**config.mk**
```make
export PLATFORM = sky130hd
export DESIGN_NAME = dcache_port_arbiter
export DESIGN_NICKNAME = d
export VERILOG_FILES = /design/src/rtl/dcache_port_arbiter.sv
export SDC_FILE = /design/constraint.sdc
export NUM_CORES = 1
export LEC_CHECK = 0
export BUFFER_PORTS_ARGS = -buffer_cell sky130_fd_sc_hd__buf_2
export CAP_MARGIN = 25
export CORE_ASPECT_RATIO = 1.5
export CORE_MARGIN = 1
export CORE_UTILIZATION = 49
export DETAILED_ROUTE_END_ITERATION = 16
export HOLD_SLACK_MARGIN = 0.08
export PLACE_DENSITY = 0.84
export REMOVE_ABC_BUFFERS = 1
export SLEW_MARGIN = 20
export SYNTH_ARGS = -nofsm -noshare
export SYNTH_HDL_FRONTEND = slang
export SYNTH_SLANG_ARGS = --single-unit
export TNS_END_PERCENT = 30
```
**constraint.sdc**
```tcl
create_clock -name clock -period 4.7 [get_ports clock]
set_input_delay 0.94 -clock clock [delete_from_list [all_inputs] [get_ports clock]]
set_output_delay 0.94 -clock clock [all_outputs]
set_load 0.01 [all_outputs]
```
**src/rtl/dcache_port_arbiter.sv**
```systemverilog
// dcache_port_arbiter
//   Shares the single data-cache port between the load unit and the drain of
//   retired stores. In IDLE it grants either a load or the oldest retired
//   store. It then runs that transaction as a request phase followed by a wait
//   phase, and returns load data or a store-completion pulse. Only one cache
//   transaction is outstanding at a time. A saturating starvation counter
//   stops a stream of loads from blocking a waiting store indefinitely. A load
//   squashed by branch recovery has its response dropped.
//
// Ports
//   clock, reset           : rising-edge clock, synchronous active-high reset
//   load_req_*             : load request in; load_req_accepted pulses on grant
//   load_squash            : kills the in-flight load's response
//   load_resp_valid/_data  : one-cycle load data return
//   store_req_*            : oldest retired store; store_req_accepted pulses on ack
//   cache_req_*            : request to the cache, held until cache_req_ready
//   cache_resp_valid/_data : completion of the accepted cache request
module dcache_port_arbiter #(
    parameter int unsigned STORE_STARVE_LIMIT = 8
) (
    input  logic        clock,
    input  logic        reset,
    input  logic        load_req_valid,
    input  logic [31:0] load_req_addr,
    input  logic [3:0]  load_req_byte_mask,
    output logic        load_req_accepted,
    input  logic        load_squash,
    output logic        load_resp_valid,
    output logic [31:0] load_resp_data,
    input  logic        store_req_valid,
    input  logic [31:0] store_req_addr,
    input  logic [31:0] store_req_data,
    input  logic [3:0]  store_req_byte_mask,
    output logic        store_req_accepted,
    output logic        cache_req_valid,
    output logic        cache_req_is_store,
    output logic [31:0] cache_req_addr,
    output logic [31:0] cache_req_data,
    output logic [3:0]  cache_req_byte_mask,
    input  logic        cache_req_ready,
    input  logic        cache_resp_valid,
    input  logic [31:0] cache_resp_data
);

    localparam logic [7:0] LIMIT = 8'(STORE_STARVE_LIMIT);

    typedef enum logic [2:0] {
        IDLE,
        LD_REQ,
        LD_WAIT,
        ST_REQ,
        ST_WAIT
    } state_t;

    state_t      state, state_next;
    logic [7:0]  starve_cnt, starve_next;
    logic        squashed, squashed_next;
    logic [31:0] lat_addr;
    logic [31:0] lat_data;
    logic [3:0]  lat_mask;
    logic        store_grant;
    logic        load_grant;

    // Arbitration: a waiting store wins when loads have starved it long
    // enough or when there is no load competing for the port.
    always_comb begin
        store_grant = (state == IDLE) && store_req_valid &&
                      ((starve_cnt == LIMIT) || !load_req_valid);
        load_grant  = (state == IDLE) && !store_grant &&
                      load_req_valid && !load_squash;
    end

    always_comb begin
        state_next = state;
        unique case (state)
            IDLE: begin
                if (store_grant)     state_next = ST_REQ;
                else if (load_grant) state_next = LD_REQ;
            end
            LD_REQ:  if (cache_req_ready)  state_next = LD_WAIT;
            LD_WAIT: if (cache_resp_valid) state_next = IDLE;
            ST_REQ:  if (cache_req_ready)  state_next = ST_WAIT;
            ST_WAIT: if (cache_resp_valid) state_next = IDLE;
            default: state_next = IDLE;
        endcase
    end

    // The squash flag lives only as long as the load transaction does.
    always_comb begin
        squashed_next = squashed;
        if (state_next == IDLE) begin
            squashed_next = 1'b0;
        end else if (((state == LD_REQ) || (state == LD_WAIT)) && load_squash) begin
            squashed_next = 1'b1;
        end
    end

    always_comb begin
        starve_next = starve_cnt;
        if (store_grant) begin
            starve_next = '0;
        end else if (load_grant && store_req_valid && (starve_cnt < LIMIT)) begin
            starve_next = starve_cnt + 8'd1;
        end
    end

    always_comb begin
        load_req_accepted   = load_grant;
        cache_req_valid     = (state == LD_REQ) || (state == ST_REQ);
        cache_req_is_store  = (state == ST_REQ);
        cache_req_addr      = cache_req_valid ? lat_addr : '0;
        cache_req_data      = cache_req_valid ? lat_data : '0;
        cache_req_byte_mask = cache_req_valid ? lat_mask : '0;
        load_resp_valid     = (state == LD_WAIT) && cache_resp_valid &&
                              !squashed && !load_squash;
        load_resp_data      = load_resp_valid ? cache_resp_data : '0;
        store_req_accepted  = (state == ST_WAIT) && cache_resp_valid;
    end

    always_ff @(posedge clock) begin
        if (reset) begin
            state      <= IDLE;
            starve_cnt <= '0;
            squashed   <= 1'b0;
            lat_addr   <= '0;
            lat_data   <= '0;
            lat_mask   <= '0;
        end else begin
            state      <= state_next;
            starve_cnt <= starve_next;
            squashed   <= squashed_next;
            if (store_grant) begin
                lat_addr <= store_req_addr;
                lat_data <= store_req_data;
                lat_mask <= store_req_byte_mask;
            end else if (load_grant) begin
                lat_addr <= load_req_addr;
                lat_data <= '0;
                lat_mask <= load_req_byte_mask;
            end
        end
    end

endmodule

```
Yosys cells after proc, flatten, opt, wreduce, memory -nomap -nowiden
Cells that the tools add are included.
- bits of input ports: 143
- memories kept: 0
- output and inout bits: 105
- register bits: 80
- memory bits (read-only): 0
- word-level logic and storage cells: 54
- latch bits: 0
- RAM bits: 0
- bitwise gates (word level): 0
- $add $sub $neg: 1
- $mul: 0
- magnitude comparators: 1
- multiplexer cells: 16
- eq/ne operators: 5
- div/mod/pow operators: 0
- reductions and logical operators: 25
- shift-type cells: 0
- operators by type and width (kind ; count):
    32-bit two-way mux ; 7
    3-bit two-way mux ; 5
    1-bit logical AND ; 12
    4-bit two-way mux ; 3
    3-bit case mux with 4 select lines ; 1
    8-bit by 1-bit adder with 8-bit output (second input constant) ; 1
    8-bit by 4-bit equality test with 1-bit output (second input constant) ; 1
    8-bit by 4-bit < comparator with 1-bit output (second input constant) ; 1
    3-bit by 2-bit equality test with 1-bit output (second input constant) ; 2
    3-bit zero test ; 2
    2-bit OR reduction ; 3
    1-bit zero test ; 4
    3-bit by 1-bit equality test with 1-bit output (second input constant) ; 1
    3-bit equality test (second input constant) ; 1
    1-bit logical OR ; 3
    2-bit nonzero test ; 1

Longest topological paths before layout
- depth in word-level cells: 12
- gate-level depth with buffers: 8
- mapped depth without buffers: 6

Worst setup path before layout
Ideal clock, no wire load.
- path type: input to output
- start point: input port store_req_valid
- end point: output port load_req_accepted
- data arrival time: 1.960 ns
- setup slack: 1.800 ns
- required time: 3.760 ns
- stages: 6
- cells stage by stage: nor2b_1 > a41o_1 > buf_2 > clkbuf_1 > and2_1 > nor2_1
- longest elaborated chain between the ends: 6
- RTL lines (item ; line ; text):
    from (decl) ; 30 ; input logic store_req_valid,
    1-bit logical AND (2 in a row) ; 67 ; store_grant = (state == IDLE) && store_req_valid &&
    1-bit zero test ; 69 ; load_grant = (state == IDLE) && !store_grant &&
    1-bit logical AND (2 in a row) ; 69 ;
    1-bit logical AND ; 70 ; load_req_valid && !load_squash;
    to (decl) ; 26 ; output logic load_req_accepted,
Every way passes these cells.

Final worst setup path
- start point: input port load_squash
- end point: output port load_resp_data[8]
- longest elaborated chain between the ends: 3
- RTL lines (item ; line ; text):
    from (decl) ; 27 ; input logic load_squash,
    1-bit zero test ; 115 ; !squashed && !load_squash;
    1-bit logical AND ; 115 ;
    32-bit two-way mux ; 116 ; load_resp_data = load_resp_valid ? cache_resp_data : '0;
    to (decl) ; 29 ; output logic [31:0] load_resp_data,
Every way passes these cells.

==> flow_metrics.py <==
metrics = {
    "global_routing": {
        "overflow": 0,
        "grt_pass1_vias": 4555,
        "grt_antenna_before_repair": 3,
        "grt_pass1_wl_mm": 21.4,
        "groute.usage.overall_pct": 29.2,
        "grt_max_degree": 71,
    },
    "placement": {
        "dpl_worst_slack_ps": 1340,
        "numPortBuffers": 247,
        "place_area_um2": 5740,
        "routabilityCongestion": 0.828,
        "dp_hpwl_mm": 10.0,
    },
    "sta": {
        "setup_viol_count_final": 0,
        "relSlewSlack_pct": 42.5,
        "setup_slack_ps": 1370,
        "fmax_mhz": 300,
        "min_period_ps": 3330,
        "hold_violations": 0,
        "fin_skew_ps": 5.63,
        "rsz0062_at_grt": "no",
        "slew_violations": 0,
        "hold_ws_ps": 468,
        "setup_tns_ps": 0,
        "timing.final.crit_share_pct": 70.9,
        "tightest_slew_ps": 860,
    },
    "synthesis": {
        "yosysWarnings": 0,
        "syn_avg_cell_area_um2": 8.50,
        "synth_top_cell_by_area": "dfxtp_1",
        "yosysUniqueCellTypes": 39,
        "yosysSeqAreaShare_pct": 35.6,
        "syn_area_um2": 4500,
        "synth.area.top_cells": "dfxtp_1, and2_1, mux2i_1, mux2_2, a221oi_1",
        "ys_ff_latch": 80,
        "synthCells": 529,
        "netlist.area_leader.share_pct": 35.6,
    },
    "setup_path": {
        "worstPathMaxFanout": 33,
        "worstPathArrival_ps": 2390,
        "critical_path.most_common_cell": "buf_2",
        "endpoint_kind": "output port",
        "critical-path-max-stage-delay_ps": 720,
        "path_class": "in -> out",
        "crit_buf_inv": 2,
        "start_kind": "primary input",
        "crit_chain": "buf_2, nor4b_1, and3_1, and2_1, buf_2",
        "worstSetupStartpoint": "load_squash",
        "critPathTopFamily": "simple AND/OR/NAND/NOR gates",
        "worstPathRequired_ps": 3760,
        "cp_slowest_cell": "and3_1",
        "reg2reg_from": "starve_cnt[7]",
    },
    "route": {
        "drtIter0Drc": 175,
        "routed_wl_mm": 14.0,
        "vias": 4778,
        "drtPass1Iterations": 4,
        "drt_drc_violations_left": 0,
        "via_per_inst": 5.56,
        "detail-route-antenna-nets": 0,
        "wl_per_cell_um": 16.3,
    },
    "floorplan": {
        "rows": 42,
        "die_h_um": 119,
        "initial_utilization_pct": 50.6,
        "core-area_um2": 8880,
        "dieArea_um2": 9570,
        "die_x_um": 80.2,
        "io_pins": 248,
    },
    "power_and_ir_drop": {
        "p_per_area_nw_per_um2": 322,
        "p_leak_uw": 0.00311,
        "vdd_drop_max_uv": 266,
    },
    "clock_tree": {
        "cts-htree-levels": 3,
        "cts_tree": "built",
        "cts_buffer_depth": 2,
        "cts.clk_slew.worst_paths_ps": 60,
        "cts_buffers": 9,
        "cts_setup_buffers": 0,
        "cts.sinks": 80,
        "clock-root-buffer": "clkbuf_16",
        "cts_resized": 0,
        "postCtsHoldBufs": 0,
        "clk_latency_ps": 330,
    },
    "layout": {
        "nets": 886,
        "layout-drive-gt1-share_pct": 41.4,
        "syn2layout_area_growth_pct": 34.9,
        "final_cell_mix": "buf_2, and2_1, dfxtp_1",
        "final_common_cell": "buf_2",
        "final_design_area_no_fill_um2": 6060,
    },
    "min_path": {
        "hold_path_class": "reg -> reg",
        "hp-start": "starve_cnt[7]",
    },
    "status": {
        "status": "finished, final reports clean",
    },
    "flow_run": {
        "maxCapViolCount": 0,
    },
}
==> worst paths after layout <==
kind              cells past startpoint                end  slack (ps)
setup / recovery                      5  load_resp_data[8]        1370
hold / removal                        1      starve_cnt[7]         470
setup reg to reg                      5       lat_addr[20]        1910
hold reg to reg                       1      starve_cnt[7]         470
==> logic make-up (layout without fill, tap and decap cells) <==
kind of cell	count (synthesis)	count (layout)	synth area share (%)
AND/OR/NAND/NOR	205	205	25.5
AO/OA/AOI/OAI	113	113	16.1
flip-flops	80	80	35.6
multiplexers	70	70	16.5
buffers and inverters	56	273	5.15
XOR/XNOR	3	3	0.584
adder cells (fa/ha/maj)	2	2	0.556
other	0	3	0
==> through the flow <==
stage | cells | total power [uW] | util (%)
6_report | 859 | 1950 | 68.3
5_1_grt | 859 | 2050 | 68.3
4_1_cts | 856 | 1970 | 68.2
3_5_place_dp | 840 | 1240 | 64.7
3_3_place_gp | 839 | 1210 | 64.3
2_1_floorplan | 476 | 1060 | -
==> flip-flops by register name (all words and copies together) (netlist names) <==
| register | flops |
|---|---|
| state | 3 |
| lat_data | 32 |
| lat_mask | 4 |
| lat_addr | 32 |
| squashed | 1 |
| starve_cnt | 8 |
==> worst register-to-register path, stage by stage, from the launching register on <==
cell and delay (ps):
dfxtp_1 310, nor3_1 430, a41o_2 270, buf_4 560
nand2_2 660, a221oi_1 460
==> layer usage <==
metal	up-vias	wire length, um	global-route usage (%)
met4	0	517	17.0
li1	2291	-	-
met5	-	0	0
met3	35	902	6.90
met2	198	7580	53.0
met1	2254	4980	29.4
==> final cells by class <==
class	count	area (um^2)
Timing Repair Buffer	254	1310
Sequential cell	80	1600
Clock buffer	10	229
Fill cell	770	2820
Inverter	3	11.3
Clock inverter	6	83.8
Tap cell	110	138
Antenna cell	3	7.51
Multi-Input combinational cell	393	2690
==> cell usage after synthesis (all sizes together) <==
library cell	instances
buf	15
nor2	41
clkbuf	38
nand3b	1
xor2	2
o21a	1
nand3	33
nor3b	1
nor3	5
a31oi	1
o21ai	34
a41oi	1
mux2	32
and3	2
ha	2
nor2b	7
a211o	1
nor4b	1
or2	1
a21boi	2
a221oi	36
or3	1
nand2	3
a41o	1
and2	106
mux2i	38
nand4	2
xnor2	1
a311oi	1
inv	3
a21oi	35
and4	1
dfxtp	80
==> power breakdown <==
part | leakage [uW] | internal [uW] | switching (uW)
Clock | 0.000156 | 463 | 270
Combinational | 0.00230 | 211 | 227
Sequential | 0.000657 | 744 | 40.0
Total | 0.00311 | 1420 | 536
(Power assumes the default switching activity.)
